`config.mk`:
```
export PLATFORM = sky130hd
export DESIGN_NAME = seq_alu
export DESIGN_NICKNAME = d
export VERILOG_FILES = /design/src/rtl/seq_alu_pkg.sv /design/src/rtl/seq_shifter.sv /design/src/rtl/seq_alu.sv
export SDC_FILE = /design/constraint.sdc
export NUM_CORES = 1
export LEC_CHECK = 0
export BUFFER_PORTS_ARGS = -buffer_cell sky130_fd_sc_hd__clkbuf_2
export CAP_MARGIN = 30
export CORE_MARGIN = 8
export CORE_UTILIZATION = 55
export CTS_CLUSTER_SIZE = 14
export DETAILED_ROUTE_END_ITERATION = 16
export PLACE_DENSITY = 0.76
export SLEW_MARGIN = 25
export SYNTH_ARGS = -nofsm -noshare
export SYNTH_HDL_FRONTEND = slang
export SYNTH_SLANG_ARGS = --single-unit
```
`constraint.sdc`:
```
create_clock -name clk -period 3 [get_ports clk]
set_input_delay 0.45 -clock clk [delete_from_list [all_inputs] [get_ports clk]]
set_output_delay 0.45 -clock clk [all_outputs]
set_load 0.005 [all_outputs]
```
`src/rtl/seq_alu_pkg.sv`:
```
`default_nettype none
// ---------------------------------------------------------------------------
// seq_alu_pkg : shared OP_* codes, shift modes and single-cycle ALU evaluation
// Revision    : 1.0
// ---------------------------------------------------------------------------
package seq_alu_pkg;

  localparam logic [3:0] OP_ADD  = 4'h0;
  localparam logic [3:0] OP_SUB  = 4'h1;
  localparam logic [3:0] OP_XOR  = 4'h2;
  localparam logic [3:0] OP_OR   = 4'h3;
  localparam logic [3:0] OP_AND  = 4'h4;
  localparam logic [3:0] OP_SLL  = 4'h5;
  localparam logic [3:0] OP_SRL  = 4'h6;
  localparam logic [3:0] OP_SRA  = 4'h7;
  localparam logic [3:0] OP_SLT  = 4'h8;
  localparam logic [3:0] OP_SLTU = 4'h9;
  localparam logic [3:0] OP_BGE  = 4'hA;
  localparam logic [3:0] OP_BGEU = 4'hB;
  localparam logic [3:0] OP_EEE  = 4'hF;

  localparam int c_shamt_w = 5;

  typedef enum logic [1:0] {
    SH_SLL = 2'd0,
    SH_SRL = 2'd1,
    SH_SRA = 2'd2
  } shift_mode_e;

  typedef struct packed {
    logic [31:0] result;
    logic        check;
    logic        error;
  } alu_out_t;

  function automatic logic is_shift_op(input logic [3:0] func);
    return (func == OP_SLL) || (func == OP_SRL) || (func == OP_SRA);
  endfunction

  // Shift ops return operand A unchanged: only the zero-shift case uses this path.
  function automatic alu_out_t alu_eval(input logic [3:0]  func,
                                        input logic [31:0] a,
                                        input logic [31:0] b);
    alu_out_t r;
    logic     lt;
    logic     ltu;
    logic     eq;
    r   = '0;
    lt  = $signed(a) < $signed(b);
    ltu = a < b;
    eq  = a == b;
    case (func)
      OP_ADD:  begin r.result = a + b; r.check = !eq; end
      OP_SUB:  begin r.result = a - b; r.check = eq;  end
      OP_XOR:  r.result = a ^ b;
      OP_OR:   r.result = a | b;
      OP_AND:  r.result = a & b;
      OP_SLL, OP_SRL, OP_SRA: r.result = a;
      OP_SLT:  begin r.result = {31'b0, lt};   r.check = lt;   end
      OP_SLTU: begin r.result = {31'b0, ltu};  r.check = ltu;  end
      OP_BGE:  begin r.result = {31'b0, !lt};  r.check = !lt;  end
      OP_BGEU: begin r.result = {31'b0, !ltu}; r.check = !ltu; end
      default: r.error = 1'b1;
    endcase
    return r;
  endfunction

endpackage
`default_nettype wire

```
`src/rtl/seq_shifter.sv`:
```
`default_nettype none
// ---------------------------------------------------------------------------
// seq_shifter : one-bit-per-cycle shifter; load performs the first step
// Revision    : 1.0
// ---------------------------------------------------------------------------
module seq_shifter
  import seq_alu_pkg::*;
#(
  parameter int XLEN = 32
) (
  input  logic                 clk,
  input  logic                 reset,
  input  logic                 load,
  input  logic                 step,
  input  shift_mode_e          mode,
  input  logic [XLEN-1:0]      din,
  input  logic [c_shamt_w-1:0] shamt,
  output logic                 busy,
  output logic [XLEN-1:0]      dout
);

  logic [XLEN-1:0]      r_data;
  logic [c_shamt_w-1:0] r_cnt;
  shift_mode_e          r_mode;
  logic                 r_sign;

  function automatic logic [XLEN-1:0] shift1(input shift_mode_e     m,
                                             input logic            sign,
                                             input logic [XLEN-1:0] d);
    case (m)
      SH_SLL:  return {d[XLEN-2:0], 1'b0};
      SH_SRL:  return {1'b0, d[XLEN-1:1]};
      default: return {sign, d[XLEN-1:1]};
    endcase
  endfunction

  // Loading applies one step immediately, so a shamt of N is done N-1 steps later.
  always_ff @(posedge clk or posedge reset) begin
    if (reset) begin
      r_data <= '0;
      r_cnt  <= '0;
      r_mode <= SH_SLL;
      r_sign <= 1'b0;
    end else if (load) begin
      r_data <= shift1(mode, din[XLEN-1], din);
      r_cnt  <= shamt - c_shamt_w'(1);
      r_mode <= mode;
      r_sign <= din[XLEN-1];
    end else if (step && busy) begin
      r_data <= shift1(r_mode, r_sign, r_data);
      r_cnt  <= r_cnt - c_shamt_w'(1);
    end
  end

  assign busy = (r_cnt != '0);
  assign dout = r_data;

endmodule
`default_nettype wire

```
`src/rtl/seq_alu.sv`:
```
`default_nettype none
// ---------------------------------------------------------------------------
// seq_alu  : handshaked ALU with iterative shifts and branch-condition output
// Revision : 1.0
// ---------------------------------------------------------------------------
module seq_alu
  import seq_alu_pkg::*;
#(
  parameter int XLEN = 32
) (
  input  logic            clk,
  input  logic            reset,
  input  logic            in_valid,
  output logic            in_ready,
  input  logic [3:0]      alu_func,
  input  logic [XLEN-1:0] in_a,
  input  logic [XLEN-1:0] in_b,
  output logic            out_valid,
  input  logic            out_ready,
  output logic [XLEN-1:0] result,
  output logic            check,
  output logic            error
);

  typedef enum logic [1:0] {
    IDLE  = 2'd0,
    SHIFT = 2'd1,
    DONE  = 2'd2
  } state_e;

  state_e          r_state;
  state_e          w_next;
  logic            w_accept;
  logic            w_sh_load;
  logic            w_sh_busy;
  logic [XLEN-1:0] w_sh_dout;
  shift_mode_e     w_mode;
  alu_out_t        w_eval;
  logic [XLEN-1:0] r_result;
  logic            r_check;
  logic            r_error;

  assign w_accept  = in_valid && (r_state == IDLE);
  assign w_sh_load = w_accept && is_shift_op(alu_func) && (in_b[c_shamt_w-1:0] != '0);
  assign w_eval    = alu_eval(alu_func, in_a, in_b);

  always_comb begin
    case (alu_func)
      OP_SLL:  w_mode = SH_SLL;
      OP_SRL:  w_mode = SH_SRL;
      default: w_mode = SH_SRA;
    endcase
  end

  seq_shifter #(.XLEN(XLEN)) u_shifter (
    .clk   (clk),
    .reset (reset),
    .load  (w_sh_load),
    .step  (r_state == SHIFT),
    .mode  (w_mode),
    .din   (in_a),
    .shamt (in_b[c_shamt_w-1:0]),
    .busy  (w_sh_busy),
    .dout  (w_sh_dout)
  );

  always_ff @(posedge clk or posedge reset) begin
    if (reset) r_state <= IDLE;
    else       r_state <= w_next;
  end

  always_comb begin
    w_next    = r_state;
    in_ready  = 1'b0;
    out_valid = 1'b0;
    case (r_state)
      IDLE: begin
        in_ready = 1'b1;
        if (in_valid) w_next = w_sh_load ? SHIFT : DONE;
      end
      SHIFT: begin
        if (!w_sh_busy) w_next = DONE;
      end
      DONE: begin
        out_valid = 1'b1;
        if (out_ready) w_next = IDLE;
      end
      default: w_next = IDLE;
    endcase
  end

  // Result registers only move on completion, so they hold through IDLE and SHIFT.
  always_ff @(posedge clk or posedge reset) begin
    if (reset) begin
      r_result <= '0;
      r_check  <= 1'b0;
      r_error  <= 1'b0;
    end else if (w_accept && !w_sh_load) begin
      r_result <= w_eval.result;
      r_check  <= w_eval.check;
      r_error  <= w_eval.error;
    end else if ((r_state == SHIFT) && !w_sh_busy) begin
      r_result <= w_sh_dout;
      r_check  <= 1'b0;
      r_error  <= 1'b0;
    end
  end

  assign result = r_result;
  assign check  = r_check;
  assign error  = r_error;

endmodule
`default_nettype wire

```
; Word-level counts from Yosys, hierarchy flattened
; Index checks and enable logic that the tools add are counted.
[word_totals]
output_inout_bits = 36
regBits = 76
in_bits = 72
elab_cells = 82
[classes]
n_bitwise = 3
eq_ne = 19
n_reduce_logical = 24
order_cmp = 2
n_mux = 22
addsub = 4
[op_table]
columns = cell, n
row1 = $pmux W32 S10, 1
row2 = $mux W32, 4
row3 = $pmux W32 S2, 2
row4 = $lt A32 B32 Y1, 2
row5 = $add A32 B32 Y32, 1
row6 = $and A32 B32 Y32, 1
row7 = $eq A32 B32 Y1, 1
row8 = $or A32 B32 Y32, 1
row9 = $sub A32 B32 Y32, 1
row10 = $xor A32 B32 Y32, 1
row11 = $eq A4 B3 Y1 const B, 4
row12 = $eq A4 B4 Y1 const B, 4
row13 = $reduce_or A12 Y1, 1
row14 = $mux W5, 2
row15 = $reduce_bool A5 Y1, 2
row16 = $sub A5 B1 Y5 const B, 2
row17 = $eq A4 B2 Y1 const B, 2
row18 = $mux W2, 4
row19 = $eq A2 B1 Y1 const B, 3
row20 = $logic_and A1 B1 Y1, 6
row21 = $logic_not A2 Y1, 3
row22 = $mux W1, 6
row23 = $ne A2 B2 Y1 const B, 3
row24 = $pmux W1 S6, 1
row25 = 10 further kinds, 16

; Depth between registers and ports, before layout
[logic_depth]
depth_word = 8
ltp_mapped = 13

; Modules after synthesis
; A second synthesis with hierarchy kept.
[hier_totals]
cells_unflattened = 1300
area_unflattened_um2 = 9893.2
[modules_own_cells]
columns = module, seq_area_each_um2, n_inst, area_per_inst_um2, cells_each
row1 = seq_alu, 900.9, 1, 7223.2, 1042
row2 = seq_shifter, 1001.0, 1, 2670.1, 258

; Worst setup path after synthesis
; Ideal clock, no wire load.
[synth_path]
kind = input -> register
startpoint = input in_a[0]
endpoint = register r_result[26], in the netlist result[26]
n_path_buf = 0
path_stages = 11
setup_time_ns = 0.140
setup_slack_ns = 0.110
required_time_ns = 2.860
t_arrival_ns = 2.751
cell_sequence = ha_1 fa_1 a21oi_1 nor2_1 o21a_1 o31ai_2 o31ai_4 a41o_2 a221o_1 a21oi_1 a211oi_2
[synth_via]
elab_chain_cells = 3
elab_cells_between_ends = 4
[synth_rtl]
columns = item, line_no
row1 = from (decl), seq_alu.sv:16  ; input logic [XLEN-1:0] in_a,
row2 = $sub A32 B32 Y32 or $add A32 B32 Y32 (tied branches), "seq_alu_pkg.sv:54, seq_alu_pkg.sv:53"
row3 = $pmux W32 S10 (*), seq_alu_pkg.sv:52  ; case (func)
row4 = $mux W32 (*), seq_alu.sv:98  ; end else if (w_accept && !w_sh_load) begin
row5 = to (signal assigned), seq_alu.sv:99  ; r_result <= w_eval.result;
row6 = to (signal assigned), seq_alu.sv:103  ; r_result <= w_sh_dout;
row7 = to (decl), seq_alu.sv:39  ; logic [XLEN-1:0] r_result;
; Mark *: on every way between the ends. The rest lies on a longest branch, timed or not.
; A chain may end at the register's enable or synchronous reset.

; Worst setup path after layout
[layout_path]
startpoint = input in_b[6]
endpoint = register r_result[29], in the netlist result[29]
[layout_via]
elab_chain_cells = 3
elab_cells_between_ends = 4
[layout_rtl]
columns = item, line_no
row1 = from (decl), seq_alu.sv:17  ; input logic [XLEN-1:0] in_b,
row2 = $sub A32 B32 Y32 or $add A32 B32 Y32 (tied branches), "seq_alu_pkg.sv:54, seq_alu_pkg.sv:53"
row3 = $pmux W32 S10 (*), seq_alu_pkg.sv:52
row4 = $mux W32 (*), seq_alu.sv:98
; Marks and branches as above.

==> qor.csv <==
stage;metric;value;unit
sta;FMAX;337;MHz
cts;CTS sink count;76;
cts;Max Root-Sink Buffers;2;
sta;clk_skew;0.00738;ns
place;routability cong.;1.02;
route;drt pass-1 iters;6;
sta;Setup TNS;0;ns
worst_setup_path;Crit. Startpoint;in_b[6];
worst_setup_path;maximum fanout along the worst path;6;
sta;RSZ-0062 raised after global routing;no;
global_route;number of antenna violations at the first check in global routing;1;
sta;fin crit period;2.97;ns
worst_setup_path;R2R depth;7;
sta;Fin. Hold Viols;0;
synthesis;sequential area share after synthesis;19.4;%
cts;CTS tree;done;
route;DR DRC count;0;
sta;final slew viol count;0;
final_layout;P&R area growth vs syn;30.0;%
final_layout;Fill cells;1560;
route;Total Wirelength;42.4;mm
route;routed len/inst;22.2;um
synthesis;area leader, netlist;dfrtp_1;
route;vias;12392;
global_route;global-route wire length before repair;65.5;mm
synthesis;Async S/R FF share, synth;100;%
floorplanning;Ports;108;
worst_setup_path;worst r2r dst;result[9]$_DFFE_PP0P_;
synthesis;Mean Syn Cell Area;7.08;sq um
sta;Tightest Pin Transition;0.922;ns
synthesis;largest cells by area after synthesis;dfrtp_1 19%, ha_1 13%, a21oi_1 8.2%;
cts;TritonCTS buffer count;9;
cts;Clk Latency, worst-skew pair;0.35;ns
worst_setup_path;Worst path slowest cell;or4_4;
route;via/cell ratio;6.48;
cts;CTS root buf;clkbuf_16;
final_layout;Final nets;1852;
sta;Tcrit/Tclk final;99.0;%
synthesis;cell with the most instances after synthesis;a21oi_1;
place;DP HPWL;32.9;mm
floorplanning;initial core utilization;55.4;%
place;I/O Buffers;107;
min_path;Worst Hold Class;input port to async pin;
floorplanning;DIE WIDTH;150;um
sta;Final WS setup;0.0315;ns
final_layout;layout cells sized above 1;27.0;%
global_route;largest net degree at the start of global routing;40;
global_route;Total GRT Usage;37.2;%
floorplanning;core footprint;17700;sq um
global_route;via count of the first global-routing pass;11990;
place;# placed instances;1895;
place;pre-CTS WS;-0.360;ns
worst_setup_path;CP endpoint;result[29]$_DFFE_PP0P_;
power_and_ir_drop;total power;0.00698;W
cts;CTS H-tree lvls;3;
sta;Worst slew margin;38.4;%
synthesis;Mapped Cells;1388;
synthesis;post-synth cell types;85;
power_and_ir_drop;VDD IR max;0.499;mV
route;Detail Route Antenna Nets;0;
synthesis;Synth top area share;19.4;%
worst_setup_path;CP required;3.22;ns
floorplanning;die height;150;um
synthesis;Synth warnings;0;
power_and_ir_drop;Lkg Pwr;5.94;nW
synthesis;synthesized area;9820;sq um
route;drt initial violations;1317;
worst_setup_path;max incr delay on CP;0.54;ns
cts;Reg clk slew, reported paths;0.07;ns
final_layout;Cell Count, Final, Fillers Out;1913;
status;outcome;finished clean;
worst_setup_path;CP Data Arrival Time;3.19;ns
synthesis;synthesized net count;1562;
power_and_ir_drop;PwrDens;547;nW/um^2
flow_run;max-cap viol count;0;
synthesis;Synth Flop Type;dfrtp_1;
worst_setup_path;crit-path cells;clkbuf_2, inv_1, ha_1, nor4_4, o41a_2, o31ai_2, or4_4, a211o_1, mux2i_1, a311oi_2, a21oi_1;
global_route;grt total ovfl;0;
worst_setup_path;Crit Path Class;input port to flip-flop;
floorplanning;FP Rows;49;
worst_setup_path;R2R Setup Slk;0.50;ns
synthesis;EDFF count, synth;0;
worst_setup_path;reg-to-reg critical path startpoint;u_shifter.r_cnt[2]$_DFFE_PP0P_;
floorplanning;Die ar.;22400;sq um
worst_setup_path;startpoint types;input port;
synthesis;post-synthesis register bit count;76;
cts;hold buffers post-CTS;0;
sta;final setup fails;0;
synthesis;synth cell count leaders;160 x a21oi_1, 154 x nor2_1, 137 x o21ai_0;
worst_setup_path;CP endpoint kind;flip-flop;
## through the flow
| step | utilization [%] | hold slack, ns | cell area (sq um) |
|---|---|---|---|
| after detailed placement | 69.5 | 0.478 | 12300 |
| after CTS | 71.3 | 0.190 | 12600 |
| after floorplan | - | 0.450 | 9820 |
| after global placement | 69.5 | 0.470 | 12300 |
| after global routing | 72.1 | 0.227 | 12800 |
| final | 72.1 | 0.178 | 12800 |
## metal layers
layer	wire length, um	up-vias	track usage, %
li1	-	5625	-
met1	17300	5777	50.7
met2	18200	844	54.9
met5	0	-	0
met4	1730	0	15.7
met3	5230	146	9.10
## worst max-delay path, delay by kind of cell
kind            cells  cell delay, ns
fa+ha+maj           1            0.41
mux                 1            0.17
compound gates      5            1.10
buf+inv             2            0.16
simple gates        2            0.90
## registers in the layout, summed over array words and instances (netlist names)
name	flops
u_shifter.r_cnt	5
u_shifter.dout	32
error	1
result	32
check	1
u_shifter.r_sign	1
u_shifter.r_mode	2
r_state	2
## final cells by class
class / count / area (sq um) / share of cell area, %
clock buffer: 10 / 239 / 1.87
sequential: 76 / 1900 / 14.9
timing repair buffer: 375 / 2600 / 20.3
inverter: 110 / 417 / 3.26
tap: 229 / 287 / 2.24
antenna: 1 / 2.50 / 0.0196
multi-input combinational: 1106 / 7260 / 56.9
clock inverter: 6 / 63.8 / 0.500
## power by group
| group | leakage, nW | switching, W | total, W | internal (W) |
|---|---|---|---|---|
| logic | 4.88 | 0.00216 | 0.00375 | 0.00159 |
| registers | 0.917 | 0.000546 | 0.00207 | 0.00153 |
| clock network | 0.144 | 0.000496 | 0.00116 | 0.000667 |
| total | 5.94 | 0.00320 | 0.00698 | 0.00378 |
## cells by family after synthesis
| kind of cell | count (synthesis) | synth area share (%) |
|---|---|---|
| compound gates | 533 | 34.8 |
| xor+xnor | 14 | 1.25 |
| fa+ha+maj | 102 | 13.1 |
| buf+inv | 206 | 8.39 |
| flops | 76 | 19.4 |
| mux | 31 | 3.20 |
| simple gates | 426 | 19.9 |
## placed cells by master (no fill, tap or decap), types with 7 or more instances in the layout
| cell type | n |
|---|---|
| a211oi_1 | 14 |
| a21o_1 | 11 |
| a21oi_1 | 156 |
| a31oi_1 | 18 |
| and3_1 | 7 |
| buf_4 | 264 |
| clkbuf_16 | 9 |
| clkbuf_2 | 106 |
| dfrtp_1 | 76 |
| ha_1 | 93 |
| ha_2 | 7 |
| inv_1 | 106 |
| mux2i_1 | 28 |
| nand2_1 | 113 |
| nand3_1 | 49 |
| nand4_1 | 17 |
| nor2_1 | 149 |
| nor2b_1 | 10 |
| nor3_1 | 25 |
| nor4_1 | 8 |
| o2111ai_1 | 9 |
| o211ai_1 | 42 |
| o21ai_0 | 136 |
| o21bai_1 | 11 |
| o221ai_1 | 11 |
| o22ai_1 | 25 |
| o31ai_1 | 16 |
| or3_1 | 9 |
| xnor2_1 | 12 |
## what timing repair did
action                                  4_1_cts  5_1_grt
resized for setup                             0       31
pin swaps                                     1       11
setup buffers                                 1        0
endpoints found under the setup margin        1       14
## worst min path at each step
stage	to	startpoint	slack [ns]	cells past startpoint
after floorplan	u_shifter.r_sign$_DFFE_PP0P_	u_shifter.r_sign$_DFFE_PP0P_	0.45	2
after detailed placement	u_shifter.r_sign$_DFFE_PP0P_	u_shifter.r_sign$_DFFE_PP0P_	0.48	2
final	u_shifter.dout[3]$_DFFE_PP0P_	reset	0.18	2
after global placement	u_shifter.r_sign$_DFFE_PP0P_	u_shifter.r_sign$_DFFE_PP0P_	0.47	2
after CTS	u_shifter.dout[3]$_DFFE_PP0P_	reset	0.19	2
after global routing	u_shifter.dout[3]$_DFFE_PP0P_	reset	0.23	2
Note: power is estimated with default switching activity, not from simulation.
